===== config.mk =====
export PLATFORM = sky130hd
export DESIGN_NAME = pc_sequencer
export DESIGN_NICKNAME = d
export VERILOG_FILES = /design/src/rtl/pc_sequencer.sv
export SDC_FILE = /design/constraint.sdc
export NUM_CORES = 1
export LEC_CHECK = 0
export ABC_AREA = 1
export BUFFER_PORTS_ARGS = -buffer_cell sky130_fd_sc_hd__buf_4
export CAP_MARGIN = 30
export CORE_ASPECT_RATIO = 0.75
export CORE_MARGIN = 4
export CORE_UTILIZATION = 35
export DETAILED_ROUTE_END_ITERATION = 16
export MAX_ROUTING_LAYER = met4
export SLEW_MARGIN = 20
export SYNTH_ARGS = -nofsm -noshare
export SYNTH_HDL_FRONTEND = slang
export SYNTH_SLANG_ARGS = --single-unit
export TNS_END_PERCENT = 20

===== constraint.sdc =====
create_clock -name clk -period 4.4 [get_ports clk]
set_input_delay 0.66 -clock clk [delete_from_list [all_inputs] [get_ports clk]]
set_output_delay 0.66 -clock clk [all_outputs]
set_load 0.03 [all_outputs]

===== src/rtl/pc_sequencer.sv =====
// Program counter and run control for the CSE141L core: IDLE/RUN/HALTED sequencing,
// absolute and signed-relative branches, stall handling and saturating perf counters.
module pc_sequencer #(
  parameter int unsigned    IW       = 8,
  parameter int unsigned    DW       = 8,
  parameter int unsigned    CW       = 16,
  parameter logic [IW-1:0]  START_PC = '0
) (
  input  logic          clk,
  input  logic          reset,
  input  logic          start_i,
  input  logic          halt_i,
  input  logic          stall_i,
  input  logic          branch_i,
  input  logic          branch_type_i,
  input  logic [IW-1:0] target_i,
  input  logic [DW-1:0] cmp_i,
  output logic [IW-1:0] pc_o,
  output logic          running_o,
  output logic          done_o,
  output logic [CW-1:0] cycle_cnt_o,
  output logic [CW-1:0] instr_cnt_o
);

  typedef enum logic [1:0] {
    S_IDLE,
    S_RUN,
    S_HALTED
  } state_e;

  state_e        state_q, state_d;
  logic [IW-1:0] pc_q, pc_d;
  logic [CW-1:0] cyc_q, cyc_d;
  logic [CW-1:0] ins_q, ins_d;

  logic [CW-1:0] cyc_inc;
  logic [CW-1:0] ins_inc;
  logic          cond_true;

  assign cyc_inc   = (cyc_q == '1) ? cyc_q : cyc_q + CW'(1);
  assign ins_inc   = (ins_q == '1) ? ins_q : ins_q + CW'(1);
  assign cond_true = |cmp_i;

  always_ff @(posedge clk or negedge reset) begin
    if (!reset) begin
      state_q <= S_IDLE;
      pc_q    <= START_PC;
      cyc_q   <= '0;
      ins_q   <= '0;
    end else begin
      state_q <= state_d;
      pc_q    <= pc_d;
      cyc_q   <= cyc_d;
      ins_q   <= ins_d;
    end
  end

  always_comb begin
    state_d = state_q;
    pc_d    = pc_q;
    cyc_d   = cyc_q;
    ins_d   = ins_q;
    unique case (state_q)
      S_IDLE, S_HALTED: begin
        if (start_i) begin
          state_d = S_RUN;
          pc_d    = START_PC;
          cyc_d   = '0;
          ins_d   = '0;
        end
      end
      S_RUN: begin
        cyc_d = cyc_inc;
        // A stalled cycle retires nothing, so halt/branch/cmp are not looked at.
        if (!stall_i) begin
          ins_d = ins_inc;
          if (halt_i) begin
            state_d = S_HALTED;
          end else if (branch_i && !branch_type_i) begin
            pc_d = target_i;
          end else if (branch_i && branch_type_i && cond_true) begin
            pc_d = pc_q + target_i;
          end else begin
            pc_d = pc_q + IW'(1);
          end
        end
      end
      default: begin
        state_d = S_IDLE;
        pc_d    = START_PC;
        cyc_d   = '0;
        ins_d   = '0;
      end
    endcase
  end

  assign pc_o        = pc_q;
  assign running_o   = (state_q == S_RUN);
  assign done_o      = (state_q == S_HALTED);
  assign cycle_cnt_o = cyc_q;
  assign instr_cnt_o = ins_q;

endmodule


==> metrics.txt, run 1 <==
# TYPE chip_impl_metric gauge
chip_impl_metric{name="worst_skew_pair_latency",unit="ns"} 0.31
chip_impl_metric{name="worst_pin_slew",unit="ns"} 0.690
chip_impl_metric{name="synth_cells",unit=""} 407
chip_impl_metric{name="dr_wl_met2",unit="um"} 3450
chip_impl_metric{name="endpoints_failing_hold",unit=""} 0
chip_impl_metric{name="post_drt_via_cell_ratio",unit=""} 5.02
chip_impl_metric{name="width_of_the_die",unit="um"} 114
chip_impl_info{name="synth.top_cells.by_area",value="dfrtp_1 (36%), nand2_1 (13%), inv_1 (7.0%)"} 1
chip_impl_metric{name="area_growth",unit="%"} 22.4
chip_impl_metric{name="max-cap-violations",unit=""} 0
chip_impl_metric{name="fin_hold_ws",unit="ns"} 0.348
chip_impl_metric{name="cts_htree_levels",unit=""} 2
chip_impl_metric{name="grt_antenna_before_repair",unit=""} 0
chip_impl_metric{name="totalNegativeSetupSlack",unit="ns"} 0
chip_impl_metric{name="cts-root-to-sink-buffers",unit=""} 2
chip_impl_metric{name="antenna_cells",unit=""} 0
chip_impl_metric{name="gp_congestion",unit=""} 0.926
chip_impl_metric{name="design_power_total",unit="mW"} 1.45
chip_impl_metric{name="post_synthesis_share_of_cell_area_spent_on_xor_and_xnor_gates",unit=""} 0.0388
chip_impl_metric{name="yosys_warns",unit=""} 0
chip_impl_metric{name="first_global_vias",unit=""} 2752
chip_impl_info{name="top_layer",value="met4"} 1
chip_impl_metric{name="post_synth_and_or_nand_nor_area_fraction",unit=""} 0.341
chip_impl_metric{name="wl_per_cell",unit="um"} 13.4
chip_impl_metric{name="max_freq",unit="GHz"} 0.371
chip_impl_metric{name="pwr-share-comb",unit=""} 0.443
chip_impl_metric{name="synth_enable_flop_cells",unit=""} 0
chip_impl_metric{name="io_buffers",unit=""} 64
chip_impl_metric{name="total_switching_power",unit="mW"} 0.658
chip_impl_metric{name="ir_drop",unit="mV"} 0.218
chip_impl_metric{name="cellLeakagePower",unit="nW"} 1.76
chip_impl_metric{name="worst_ep_arrival_time",unit="ns"} 2.04
chip_impl_metric{name="layout_worst_path_cycle_share",unit=""} 0.613
chip_impl_metric{name="congestion_overflow_gr",unit=""} 0
chip_impl_metric{name="detailedPlace.worstSlack",unit="ns"} 1.47
chip_impl_info{name="hold_class",value="in -> async"} 1
chip_impl_metric{name="synth.ff_latch_count",unit=""} 42
chip_impl_metric{name="synth_top_cell_area_share",unit=""} 0.359
chip_impl_metric{name="postCtsSetupRepairBufs",unit=""} 0
chip_impl_metric{name="synth_mux_area_frac",unit=""} 0
chip_impl_metric{name="multiInputGateArea",unit="um2"} 1590
chip_impl_metric{name="synth.cell_area",unit="um2"} 2930
chip_impl_info{name="worstSetupStartpointType",value="register"} 1
chip_impl_info{name="worstSetupPathType",value="reg -> out"} 1
chip_impl_metric{name="drt_first_iter_violations",unit=""} 183
chip_impl_metric{name="synthesis.nets",unit=""} 440
chip_impl_metric{name="drive_above_1_share",unit=""} 0.212
chip_impl_metric{name="die_area",unit="um2"} 9920
chip_impl_metric{name="portion_of_total_power_attributed_to_sequential_cells",unit=""} 0.348
chip_impl_metric{name="holdBufCountCts",unit=""} 0
chip_impl_metric{name="utilization",unit=""} 0.447
chip_impl_info{name="rsz0062_at_grt",value="no"} 1
chip_impl_metric{name="grt_start_max_net_pins",unit=""} 43
chip_impl_metric{name="dp_hpwl",unit="um"} 5820
chip_impl_metric{name="route.layer.met1.wl",unit="um"} 3820
chip_impl_metric{name="finalCriticalPeriod",unit="ns"} 2.70
chip_impl_metric{name="cts-resized-gates",unit=""} 0
chip_impl_metric{name="critPathRequiredTime",unit="ns"} 3.74
chip_impl_metric{name="post_synth_num_cell_types",unit=""} 39
chip_impl_metric{name="detail_route.wirelength",unit="um"} 7730
chip_impl_info{name="synth.most_common_cell",value="nand2_1"} 1
chip_impl_metric{name="sequential_cell_area",unit="um2"} 1050
chip_impl_metric{name="drt_pass1_iterations",unit=""} 4
chip_impl_metric{name="fin_ws",unit="ns"} 1.70
chip_impl_info{name="yosys_most_used_dff",value="dfrtp_1"} 1
chip_impl_metric{name="postRouteAntennaNets",unit=""} 0
chip_impl_metric{name="drv_slew",unit=""} 0
chip_impl_info{name="ys_top_cells_by_count",value="nand2_1 (101), inv_1 (55), dfrtp_1 (42), nand3_1 (36), nor2_1 (31)"} 1
chip_impl_metric{name="power-per-cell-area",unit="nW/um2"} 403
chip_impl_info{name="timing.critical_path.cells",value="inv_1 > nand2_1 > inv_2 > buf_4"} 1
chip_impl_info{name="clock-root-buffer",value="clkbuf_8"} 1
chip_impl_info{name="cts_tree",value="done"} 1
chip_impl_metric{name="design.final.nets",unit=""} 503
chip_impl_metric{name="io_pins",unit=""} 65
chip_impl_metric{name="coreArea",unit="um2"} 8020
chip_impl_metric{name="cts_sinks",unit=""} 42
chip_impl_info{name="synth_top_family_by_area",value="simple AND/OR/NAND/NOR gates"} 1
chip_impl_metric{name="placement_rows",unit=""} 28
chip_impl_metric{name="initial_core_util",unit=""} 0.365
chip_impl_metric{name="path_clk_slew",unit="ns"} 0.09
chip_impl_metric{name="drt_drc_violations_left",unit=""} 0
chip_impl_metric{name="async_reset_ff_frac",unit=""} 1.00
chip_impl_metric{name="synth_compound_gate_area_share",unit=""} 0.119
chip_impl_metric{name="switching_share",unit=""} 0.455
chip_impl_metric{name="synthAdderAreaFrac",unit=""} 0.0452
chip_impl_info{name="critical_path.slowest_cell",value="inv_2"} 1
chip_impl_metric{name="power_frac_clock",unit=""} 0.208
chip_impl_metric{name="via_count",unit=""} 2892
chip_impl_metric{name="critical_path_s_largest_stage_delay",unit="ns"} 0.62
chip_impl_info{name="crit_path_end_kind",value="output port"} 1
chip_impl_metric{name="syn_area_per_cell",unit="um2"} 7.20
chip_impl_metric{name="num_cts_buffers",unit=""} 5
chip_impl_metric{name="power_report.internal_total",unit="mW"} 0.788
chip_impl_metric{name="setup_viol",unit=""} 0
chip_impl_info{name="run_status",value="complete, no violations"} 1
chip_impl_metric{name="met3_wirelength",unit="um"} 411
chip_impl_metric{name="global_route.usage.total",unit=""} 0.168
chip_impl_metric{name="fin_worst_skew",unit="ns"} 0.0145
chip_impl_metric{name="max_slew_margin",unit=""} 0.539
chip_impl_metric{name="critical_path_peak_fanout",unit=""} 26
chip_impl_metric{name="die_h",unit="um"} 87.3
chip_impl_metric{name="seq_area_frac_synth",unit=""} 0.359
chip_impl_info{name="synth.largest_area_cell",value="dfrtp_1"} 1
chip_impl_metric{name="layout.filler_cells",unit=""} 833
chip_impl_metric{name="global_route_wire_length_before_repair",unit="um"} 13200
metal layers:
metal  up-vias  track usage
li1       1463            -
met4         0       0.0338
met1      1352        0.234
met2        70        0.255
met3         7       0.0319
met5         -            -
flip-flops by register name, indices dropped and copies added, names as in the netlist:
| name | cells |
|---|---|
| instr_cnt_o | 16 |
| pc_o | 8 |
| state_q | 2 |
| cycle_cnt_o | 16 |
power by group through the flow:
stage	registers, mW	logic, mW	clock network, mW
finish	0.504	0.641	0.301
global route	0.511	0.713	0.324
CTS	0.502	0.646	0.311
detailed placement	0.509	0.644	0
global placement	0.510	0.630	0
floorplan	0.580	0.382	0
path summary, 6_finish.rpt:
| kind | startpoint | end | slack, ns | depth (start not counted) |
|---|---|---|---|---|
| worst max-delay path | state_q[1]$_DFFE_PN0P_ | running_o | 1.70 | 4 |
| worst min-delay path | reset | cycle_cnt_o[9]$_DFFE_PN0P_ | 0.35 | 1 |
| worst max register to register | state_q[0]$_DFFE_PN0P_ | cycle_cnt_o[14]$_DFFE_PN0P_ | 1.78 | 8 |
| worst min register to register | state_q[1]$_DFFE_PN0P_ | state_q[1]$_DFFE_PN0P_ | 0.51 | 2 |
| max in group asynchronous | reset | pc_o[3]$_DFFE_PN0P_ | 3.66 | 1 |
| min in group clk | state_q[1]$_DFFE_PN0P_ | state_q[1]$_DFFE_PN0P_ | 0.51 | 2 |
critical path: cells and delay by family (launching register included):
kind / cells / cell delay (ns)
flip-flops: 1 / 0.38
buffers and inverters: 3 / 0.95
AND/OR/NAND/NOR: 1 / 0.41
cells in the final DEF, fill, tap and decap left out, drive strengths merged, types with 3 or more instances in the layout:
cell and instances:
buf 64, or2 3, clkbuf 8, nand2 104, o21ai 33, nor3 15, dfrtp 42, nor2 35
inv 59, a21oi 19, nand4 13, nand3 40, ha 9, xor2 11
layout make-up:
type / count / area share
clock buffer: 8 / 0.0307
inverter: 59 / 0.0617
multi-input combinational: 298 / 0.444
sequential: 42 / 0.293
tap: 105 / 0.0366
timing repair buffer: 64 / 0.134
stage by stage:
step,area [um2],cells
finish,3590,576
global route,3590,576
CTS,3590,576
detailed placement,3480,568
global placement,3480,568
floorplan,2930,407
kinds of logic (layout without fill, tap and decap cells):
| group | after synthesis | in the layout |
|---|---|---|
| buffers and inverters | 67 | 131 |
| XOR/XNOR | 13 | 13 |
| AND/OR/NAND/NOR | 214 | 214 |
| AO/OA/AOI/OAI | 61 | 61 |
| flip-flops | 42 | 42 |
| adder cells (fa/ha/maj) | 10 | 10 |
Power figures use the tool's default switching activity.
==> run 2: changes to the inputs <==
--- a/config.mk
+++ b/config.mk
@@ -5,7 +5,7 @@
 export SDC_FILE = /design/constraint.sdc
 export NUM_CORES = 1
 export LEC_CHECK = 0
-export ABC_AREA = 1
+export ABC_AREA = 0
 export BUFFER_PORTS_ARGS = -buffer_cell sky130_fd_sc_hd__buf_4
 export CAP_MARGIN = 30
 export CORE_ASPECT_RATIO = 0.75
==> constraint.sdc (replaced) <==
create_clock -name clk -period 2.5 [get_ports clk]
set_input_delay 0.375 -clock clk [delete_from_list [all_inputs] [get_ports clk]]
set_output_delay 0.375 -clock clk [all_outputs]
set_load 0.03 [all_outputs]
==> run 2 against run 1 <==
Against the previous run:
- clock-buffer cell count is 1 lower
- cell area is 8.1% lower
- clock skew is 0.0098 ns lower
- largest power group unchanged
- wire length is 16% lower
- critical endpoint is now pc_o[7]$_DFFE_PN0P_
- area after synthesis is 12% lower
- combinational power is 38% higher
==> metrics.txt, run 2 <==
# TYPE chip_impl_metric gauge
chip_impl_metric{name="synth_compound_gate_area_share",unit=""} 0.168
chip_impl_metric{name="syn_area_per_cell",unit="um2"} 9.13
chip_impl_info{name="synth_top_family_by_area",value="simple AND/OR/NAND/NOR gates"} 1
chip_impl_metric{name="seq_area_frac_synth",unit=""} 0.408
chip_impl_metric{name="antenna_cells",unit=""} 0
chip_impl_info{name="worstSetupStartpointType",value="input pin"} 1
chip_impl_metric{name="critical_path_s_largest_stage_delay",unit="ns"} 0.30
chip_impl_metric{name="power_report.internal_total",unit="mW"} 1.29
chip_impl_info{name="most_frequent_standard_cell_in_the_layout_excluding_fill_and_tap_cells",value="buf_4"} 1
chip_impl_metric{name="power-per-cell-area",unit="nW/um2"} 656
chip_impl_metric{name="post_synth_num_cell_types",unit=""} 51
chip_impl_metric{name="synth_cells",unit=""} 282
chip_impl_metric{name="synth.ff_latch_count",unit=""} 42
chip_impl_metric{name="synthAdderAreaFrac",unit=""} 0.0515
chip_impl_metric{name="via_count",unit=""} 2329
chip_impl_metric{name="setup_viol",unit=""} 0
chip_impl_info{name="regToRegStartpoint",value="instr_cnt_o[0]$_DFFE_PN0P_"} 1
chip_impl_info{name="yosys_most_used_dff",value="dfrtp_1"} 1
chip_impl_info{name="hold_class",value="in -> async"} 1
chip_impl_metric{name="max-cap-violations",unit=""} 0
chip_impl_metric{name="holdBufCountCts",unit=""} 0
chip_impl_metric{name="fin_worst_skew",unit="ns"} 0.00472
chip_impl_metric{name="gp_congestion",unit=""} 0.849
chip_impl_info{name="timing.critical_path.from",value="cmp_i[5]"} 1
chip_impl_metric{name="global_route_wire_length_before_repair",unit="um"} 11100
chip_impl_metric{name="critical_path_peak_fanout",unit=""} 5
chip_impl_metric{name="critPathRequiredTime",unit="ns"} 2.71
chip_impl_info{name="crit_path_end_kind",value="register"} 1
chip_impl_metric{name="pwr-share-comb",unit=""} 0.410
chip_impl_metric{name="postRouteAntennaNets",unit=""} 0
chip_impl_metric{name="fin_ws",unit="ns"} 0.266
chip_impl_info{name="synth.largest_area_cell",value="dfrtp_1"} 1
chip_impl_metric{name="global_route.usage.total",unit=""} 0.161
chip_impl_metric{name="dpl.cell_count",unit=""} 445
chip_impl_metric{name="drive_above_1_share",unit=""} 0.251
chip_impl_metric{name="detailedPlace.worstSlack",unit="ns"} -0.130
chip_impl_metric{name="drt_drc_violations_left",unit=""} 0
chip_impl_metric{name="coreArea",unit="um2"} 6990
chip_impl_info{name="worstSetupPathType",value="in -> reg"} 1
chip_impl_metric{name="post_synth_and_or_nand_nor_area_fraction",unit=""} 0.239
chip_impl_metric{name="totalNegativeSetupSlack",unit="ns"} 0
chip_impl_metric{name="area_growth",unit="%"} 28.0
chip_impl_metric{name="layout_worst_path_cycle_share",unit=""} 0.894
chip_impl_metric{name="finalCriticalPeriod",unit="ns"} 2.23
chip_impl_metric{name="path_clk_slew",unit="ns"} 0.08
chip_impl_metric{name="switching_share",unit=""} 0.402
chip_impl_metric{name="max_slew_margin",unit=""} 0.641
chip_impl_info{name="critical_path.slowest_cell",value="ha_1"} 1
chip_impl_metric{name="power_frac_clock",unit=""} 0.207
chip_impl_metric{name="multiInputGateArea",unit="um2"} 1440
chip_impl_metric{name="design.final.nets",unit=""} 387
chip_impl_info{name="ys_top_cells_by_count",value="dfrtp_1 (42), nor2_1 (33), nand2_1 (24), o21ai_0 (19), xor2_1 (15)"} 1
chip_impl_metric{name="drt_first_iter_violations",unit=""} 95
chip_impl_metric{name="cts_htree_levels",unit=""} 2
chip_impl_metric{name="layout.filler_cells",unit=""} 678
chip_impl_metric{name="ir_drop",unit="mV"} 0.351
chip_impl_info{name="synth.most_common_cell",value="dfrtp_1"} 1
chip_impl_metric{name="grt_start_max_net_pins",unit=""} 43
chip_impl_metric{name="cell_count_final_fillers_out",unit=""} 453
chip_impl_metric{name="postCtsSetupRepairBufs",unit=""} 0
chip_impl_metric{name="synth_mux_area_frac",unit=""} 0.00826
chip_impl_info{name="cts_tree",value="done"} 1
chip_impl_metric{name="sequential_cell_area",unit="um2"} 1050
chip_impl_metric{name="io_buffers",unit=""} 64
chip_impl_metric{name="post_drt_via_cell_ratio",unit=""} 5.14
chip_impl_metric{name="total_switching_power",unit="mW"} 0.869
chip_impl_metric{name="synthesis.nets",unit=""} 315
chip_impl_metric{name="wl_per_cell",unit="um"} 14.4
chip_impl_metric{name="portion_of_total_power_attributed_to_sequential_cells",unit=""} 0.383
chip_impl_metric{name="io_pins",unit=""} 65
chip_impl_metric{name="detail_route.wirelength",unit="um"} 6520
chip_impl_metric{name="cts-root-to-sink-buffers",unit=""} 2
chip_impl_metric{name="synth.cell_area",unit="um2"} 2570
chip_impl_metric{name="synth_top_cell_area_share",unit=""} 0.408
chip_impl_metric{name="worst_pin_slew",unit="ns"} 0.539
chip_impl_metric{name="grt_antenna_before_repair",unit=""} 0
chip_impl_info{name="timing.critical_path.cells",value="buf_4 > nor4_1 > a21oi_1 > nand2_1 > inv_1 > ha_1 > a211oi_2 > o21ai_0 > a31oi_1 > xnor3_1 > o21ai_0"} 1
chip_impl_metric{name="yosys_warns",unit=""} 0
chip_impl_info{name="synth.top_cells.by_area",value="dfrtp_1 (41%), xor2_1 (5.1%), nor2_1 (4.8%)"} 1
chip_impl_metric{name="num_cts_buffers",unit=""} 5
chip_impl_metric{name="synth_enable_flop_cells",unit=""} 0
chip_impl_info{name="rsz0062_at_grt",value="no"} 1
chip_impl_info{name="run_status",value="complete, no violations"} 1
chip_impl_metric{name="async_reset_ff_frac",unit=""} 1.00
chip_impl_metric{name="endpoints_failing_hold",unit=""} 0
chip_impl_metric{name="worst_ep_arrival_time",unit="ns"} 2.44
chip_impl_metric{name="drv_slew",unit=""} 0
chip_impl_metric{name="worst_skew_pair_latency",unit="ns"} 0.29
chip_impl_metric{name="placement_rows",unit=""} 26
chip_impl_metric{name="die_area",unit="um2"} 8810
chip_impl_info{name="clock-root-buffer",value="clkbuf_8"} 1
chip_impl_metric{name="cts_sinks",unit=""} 42
chip_impl_metric{name="post_synthesis_share_of_cell_area_spent_on_xor_and_xnor_gates",unit=""} 0.0904
chip_impl_metric{name="congestion_overflow_gr",unit=""} 0
chip_impl_metric{name="die_h",unit="um"} 82.3
chip_impl_metric{name="cellLeakagePower",unit="nW"} 1.55
chip_impl_metric{name="max_freq",unit="GHz"} 0.448
chip_impl_metric{name="dp_hpwl",unit="um"} 4980
chip_impl_metric{name="first_global_vias",unit=""} 2305
chip_impl_metric{name="width_of_the_die",unit="um"} 107
chip_impl_info{name="path_common_cell",value="o21ai_0"} 1
chip_impl_metric{name="initial_core_util",unit=""} 0.368
chip_impl_info{name="most-common-layout-cells",value="buf_4 (75), dfrtp_1 (42), nor2_1 (33), nand2_1 (24), o21ai_0 (19)"} 1
chip_impl_metric{name="drt_pass1_iterations",unit=""} 4
-- run 2: cell families after synthesis --
kind of cell	after synthesis
xor+xnor	25
flops	42
compound gates	65
fa+ha+maj	10
simple gates	120
mux	2
buf+inv	18
-- run 2: final cells by class --
type                       count  share of cell area
multi-input combinational    222               0.436
timing repair buffer          75               0.171
clock inverter                 1             0.00152
inverter                       8             0.00911
tap                           98              0.0372
sequential                    42               0.319
clock buffer                   7              0.0262
-- run 2: final timing paths --
path / endpoint / slack [ns] / depth (start not counted)
max: pc_o[7]$_DFFE_PN0P_ / 0.27 / 11
min: pc_o[0]$_DFFE_PN0P_ / 0.07 / 1
max reg2reg: instr_cnt_o[13]$_DFFE_PN0P_ / 0.39 / 7
min reg2reg: pc_o[0]$_DFFE_PN0P_ / 0.52 / 2
max in group asynchronous: instr_cnt_o[7]$_DFFE_PN0P_ / 2.06 / 1
min in group clk: pc_o[4]$_DFFE_PN0P_ / 0.33 / 3
-- run 2: power by group through the flow --
stage | combinational (mW) | sequential, mW | clock (mW)
floorplan | 0.444 | 0.944 | 0
global placement | 0.872 | 0.843 | 0
detailed placement | 0.886 | 0.842 | 0
CTS | 0.887 | 0.828 | 0.468
global route | 0.982 | 0.841 | 0.501
finish | 0.887 | 0.828 | 0.448
-- run 2: repair_timing --
action                                  in CTS  in global routing
endpoints found under the hold margin        0                  0
endpoints found under the setup margin       0                  1
gates resized for setup                      0                  1
-- run 2: routing by layer --
metal	up-vias	share of wire	GRT usage
met5	-	0	-
met4	0	0.0055	0.0358
met3	5	0.043	0.0287
met2	52	0.44	0.253
met1	1111	0.51	0.220
li1	1161	-	-
-- run 2: metrics by stage --
step | total power [mW] | hold slack, ns | utilization | area [um2]
finish | 2.16 | 0.0681 | 0.471 | 3300
global route | 2.32 | 0.101 | 0.471 | 3300
CTS | 2.18 | 0.0814 | 0.471 | 3290
detailed placement | 1.73 | 0.405 | 0.458 | 3200
global placement | 1.72 | 0.404 | 0.458 | 3200
floorplan | 1.39 | 0.0794 | - | 2570
-- run 2: worst max-delay path, delay by kind of cell --
family | cells | cell delay, ns
XOR/XNOR | 1 | 0.23
adder cells (fa/ha/maj) | 1 | 0.30
AO/OA/AOI/OAI | 5 | 0.98
buffers and inverters | 2 | 0.16
AND/OR/NAND/NOR | 2 | 0.40
==> run 3: changes to the inputs <==
--- a/config.mk
+++ b/config.mk
@@ -10,9 +10,10 @@
 export CAP_MARGIN = 30
 export CORE_ASPECT_RATIO = 0.75
 export CORE_MARGIN = 4
-export CORE_UTILIZATION = 35
+export CORE_UTILIZATION = 51
 export DETAILED_ROUTE_END_ITERATION = 16
 export MAX_ROUTING_LAYER = met4
+export PLACE_DENSITY = 0.77
 export SLEW_MARGIN = 20
 export SYNTH_ARGS = -nofsm -noshare
 export SYNTH_HDL_FRONTEND = slang
==> run 3 against run 2 <==
Against the previous run:
- wire length is 6.6% lower
- maximum frequency is 2.3% higher
- largest power group unchanged
- sequential share of layout area is 0.63 points higher
- sequential cell count stayed put
- cell area is 1.9% lower
- global-route usage is 4.6 points higher
- die area is 29% lower
- highest routed layer unchanged
- clock skew is 0.0013 ns higher
- clock power is 4% higher
- critical path depth stayed put
- critical endpoint unchanged
==> metrics.txt, run 3 (synthesized netlist as in run 2, its figures left out) <==
# TYPE chip_impl_metric gauge
chip_impl_info{name="run_status",value="complete, no violations"} 1
chip_impl_info{name="cts_tree",value="done"} 1
chip_impl_metric{name="setup.reg_to_reg.worst_slack",unit="ns"} 0.43
chip_impl_metric{name="dp_hpwl",unit="um"} 4590
chip_impl_metric{name="critPathRequiredTime",unit="ns"} 2.72
chip_impl_metric{name="cts-root-to-sink-buffers",unit=""} 2
chip_impl_metric{name="drt_pass1_iterations",unit=""} 4
chip_impl_metric{name="cellLeakagePower",unit="nW"} 1.54
chip_impl_metric{name="grt_start_max_net_pins",unit=""} 43
chip_impl_metric{name="placement_rows",unit=""} 22
chip_impl_metric{name="width_of_the_die",unit="um"} 90.1
chip_impl_metric{name="wl_per_cell",unit="um"} 14.7
chip_impl_metric{name="initial_core_util",unit=""} 0.526
chip_impl_metric{name="endpoints_failing_hold",unit=""} 0
chip_impl_info{name="worstSetupStartpointType",value="input pin"} 1
chip_impl_metric{name="holdBufCountCts",unit=""} 0
chip_impl_metric{name="max_slew_margin",unit=""} 0.642
chip_impl_metric{name="cts_htree_levels",unit=""} 2
chip_impl_info{name="r2r_end",value="instr_cnt_o[5]$_DFFE_PN0P_"} 1
chip_impl_metric{name="drive_above_1_share",unit=""} 0.246
chip_impl_metric{name="first_global_vias",unit=""} 2191
chip_impl_metric{name="design_power_total",unit="mW"} 2.17
chip_impl_metric{name="critical_path_peak_fanout",unit=""} 4
chip_impl_metric{name="portion_of_total_power_attributed_to_sequential_cells",unit=""} 0.383
chip_impl_metric{name="io_buffers",unit=""} 64
chip_impl_metric{name="detail_route.wirelength",unit="um"} 6090
chip_impl_metric{name="drt_first_iter_violations",unit=""} 100
chip_impl_metric{name="global_route.usage.total",unit=""} 0.207
chip_impl_metric{name="design.final.nets",unit=""} 385
chip_impl_metric{name="worst_skew_pair_latency",unit="ns"} 0.29
chip_impl_metric{name="grt_antenna_before_repair",unit=""} 0
chip_impl_info{name="hold_class",value="in -> async"} 1
chip_impl_metric{name="path_clk_slew",unit="ns"} 0.09
chip_impl_info{name="clock-root-buffer",value="clkbuf_8"} 1
chip_impl_metric{name="worstRegToRegCells",unit=""} 7
chip_impl_metric{name="max-cap-violations",unit=""} 0
chip_impl_metric{name="fin_worst_skew",unit="ns"} 0.00605
chip_impl_info{name="crit_path_end_kind",value="register"} 1
chip_impl_metric{name="drv_slew",unit=""} 0
chip_impl_metric{name="die_area",unit="um2"} 6260
chip_impl_metric{name="worst_ep_arrival_time",unit="ns"} 2.40
chip_impl_info{name="most_frequent_standard_cell_in_the_layout_excluding_fill_and_tap_cells",value="buf_4"} 1
chip_impl_metric{name="global_route_wire_length_before_repair",unit="um"} 10600
chip_impl_metric{name="ir_drop",unit="mV"} 0.453
chip_impl_metric{name="cell_count_final_fillers_out",unit=""} 413
chip_impl_metric{name="power_frac_clock",unit=""} 0.216
chip_impl_info{name="regToRegStartpoint",value="instr_cnt_o[0]$_DFFE_PN0P_"} 1
chip_impl_metric{name="post_drt_via_cell_ratio",unit=""} 5.61
chip_impl_metric{name="layout_worst_path_cycle_share",unit=""} 0.874
chip_impl_metric{name="postCtsSetupRepairBufs",unit=""} 0
chip_impl_metric{name="via_count",unit=""} 2315
chip_impl_metric{name="power-per-cell-area",unit="nW/um2"} 670
chip_impl_metric{name="power_report.internal_total",unit="mW"} 1.29
chip_impl_metric{name="num_cts_buffers",unit=""} 5
chip_impl_metric{name="area_growth",unit="%"} 25.6
chip_impl_metric{name="max_freq",unit="GHz"} 0.458
chip_impl_metric{name="die_h",unit="um"} 69.5
chip_impl_metric{name="pwr-share-comb",unit=""} 0.402
chip_impl_metric{name="drt_drc_violations_left",unit=""} 0
chip_impl_metric{name="finalCriticalPeriod",unit="ns"} 2.18
chip_impl_metric{name="cts-resized-gates",unit=""} 0
chip_impl_info{name="timing.critical_path.from",value="cmp_i[1]"} 1
chip_impl_metric{name="fin_hold_ws",unit="ns"} 0.0565
chip_impl_metric{name="cts_sinks",unit=""} 42
chip_impl_metric{name="postRouteAntennaNets",unit=""} 0
chip_impl_metric{name="worst_pin_slew",unit="ns"} 0.537
chip_impl_info{name="rsz0062_at_grt",value="no"} 1
chip_impl_info{name="most-common-layout-cells",value="buf_4 (73), dfrtp_1 (42), nor2_1 (33), nand2_1 (24), o21ai_0 (19)"} 1
chip_impl_metric{name="io_pins",unit=""} 65
chip_impl_metric{name="antenna_cells",unit=""} 0
chip_impl_metric{name="gp_congestion",unit=""} 0.877
chip_impl_metric{name="congestion_overflow_gr",unit=""} 0
chip_impl_metric{name="dpl.cell_count",unit=""} 405
chip_impl_metric{name="switching_share",unit=""} 0.405
chip_impl_metric{name="total_switching_power",unit="mW"} 0.877
chip_impl_info{name="worstSetupPathType",value="in -> reg"} 1
chip_impl_metric{name="setup_viol",unit=""} 0
chip_impl_metric{name="totalNegativeSetupSlack",unit="ns"} 0
chip_impl_metric{name="coreArea",unit="um2"} 4900
run 3: power groups by stage:
stage	Sequential, mW	Combinational (mW)	Clock (mW)
after floorplan	0.944	0.444	0
after global placement	0.840	0.861	0
after detailed placement	0.840	0.875	0
after CTS	0.827	0.877	0.477
after global routing	0.840	0.965	0.511
final	0.828	0.870	0.467
run 3: final cells by class:
| class | instances | area, um2 |
|---|---|---|
| clock inverter | 2 | 12.5 |
| inverter | 8 | 30.0 |
| sequential | 42 | 1050 |
| tap | 60 | 75.1 |
| timing repair buffer | 73 | 548 |
| clock buffer | 6 | 82.6 |
| multi-input combinational | 222 | 1430 |
| fill | 434 | 1670 |
run 3: worst max-delay path by stage:
stage | end | slack (ns) | cells past startpoint
2_1_floorplan | pc_o[6]$_DFFE_PN0P_ | 0.25 | 9
3_3_place_gp | pc_o[6]$_DFFE_PN0P_ | 0.07 | 11
3_5_place_dp | pc_o[7]$_DFFE_PN0P_ | -0.03 | 11
4_1_cts | pc_o[7]$_DFFE_PN0P_ | 0.28 | 11
5_1_grt | pc_o[7]$_DFFE_PN0P_ | 0.12 | 11
6_report | pc_o[7]$_DFFE_PN0P_ | 0.32 | 11
run 3: through the flow:
stage          cell area, um2  utilization  worst slack (ns)
5_1_grt                  3230        0.660             0.122
2_1_floorplan            2570            -             0.247
4_1_cts                  3230        0.660             0.280
3_5_place_dp             3140        0.640           -0.0263
3_3_place_gp             3140        0.640            0.0677
6_report                 3230        0.660             0.316
run 3: per-layer routing:
| layer | track usage | vias to the layer above | wire length [um] |
|---|---|---|---|
| li1 | - | 1157 | - |
| met1 | 0.294 | 1091 | 3020 |
| met2 | 0.310 | 59 | 2690 |
| met3 | 0.0456 | 8 | 308 |
| met4 | 0.0340 | 0 | 61 |
| met5 | - | - | 0 |
run 3: worst max-delay path, stage by stage:
cell and delay, ns:
buf_4 0.10, nor4_1 0.28, a21oi_1 0.16, nand2_1 0.11
inv_1 0.04, ha_1 0.28, a211oi_1 0.33, o21ai_0 0.14
a31oi_1 0.21, xnor3_1 0.23, o21ai_0 0.14
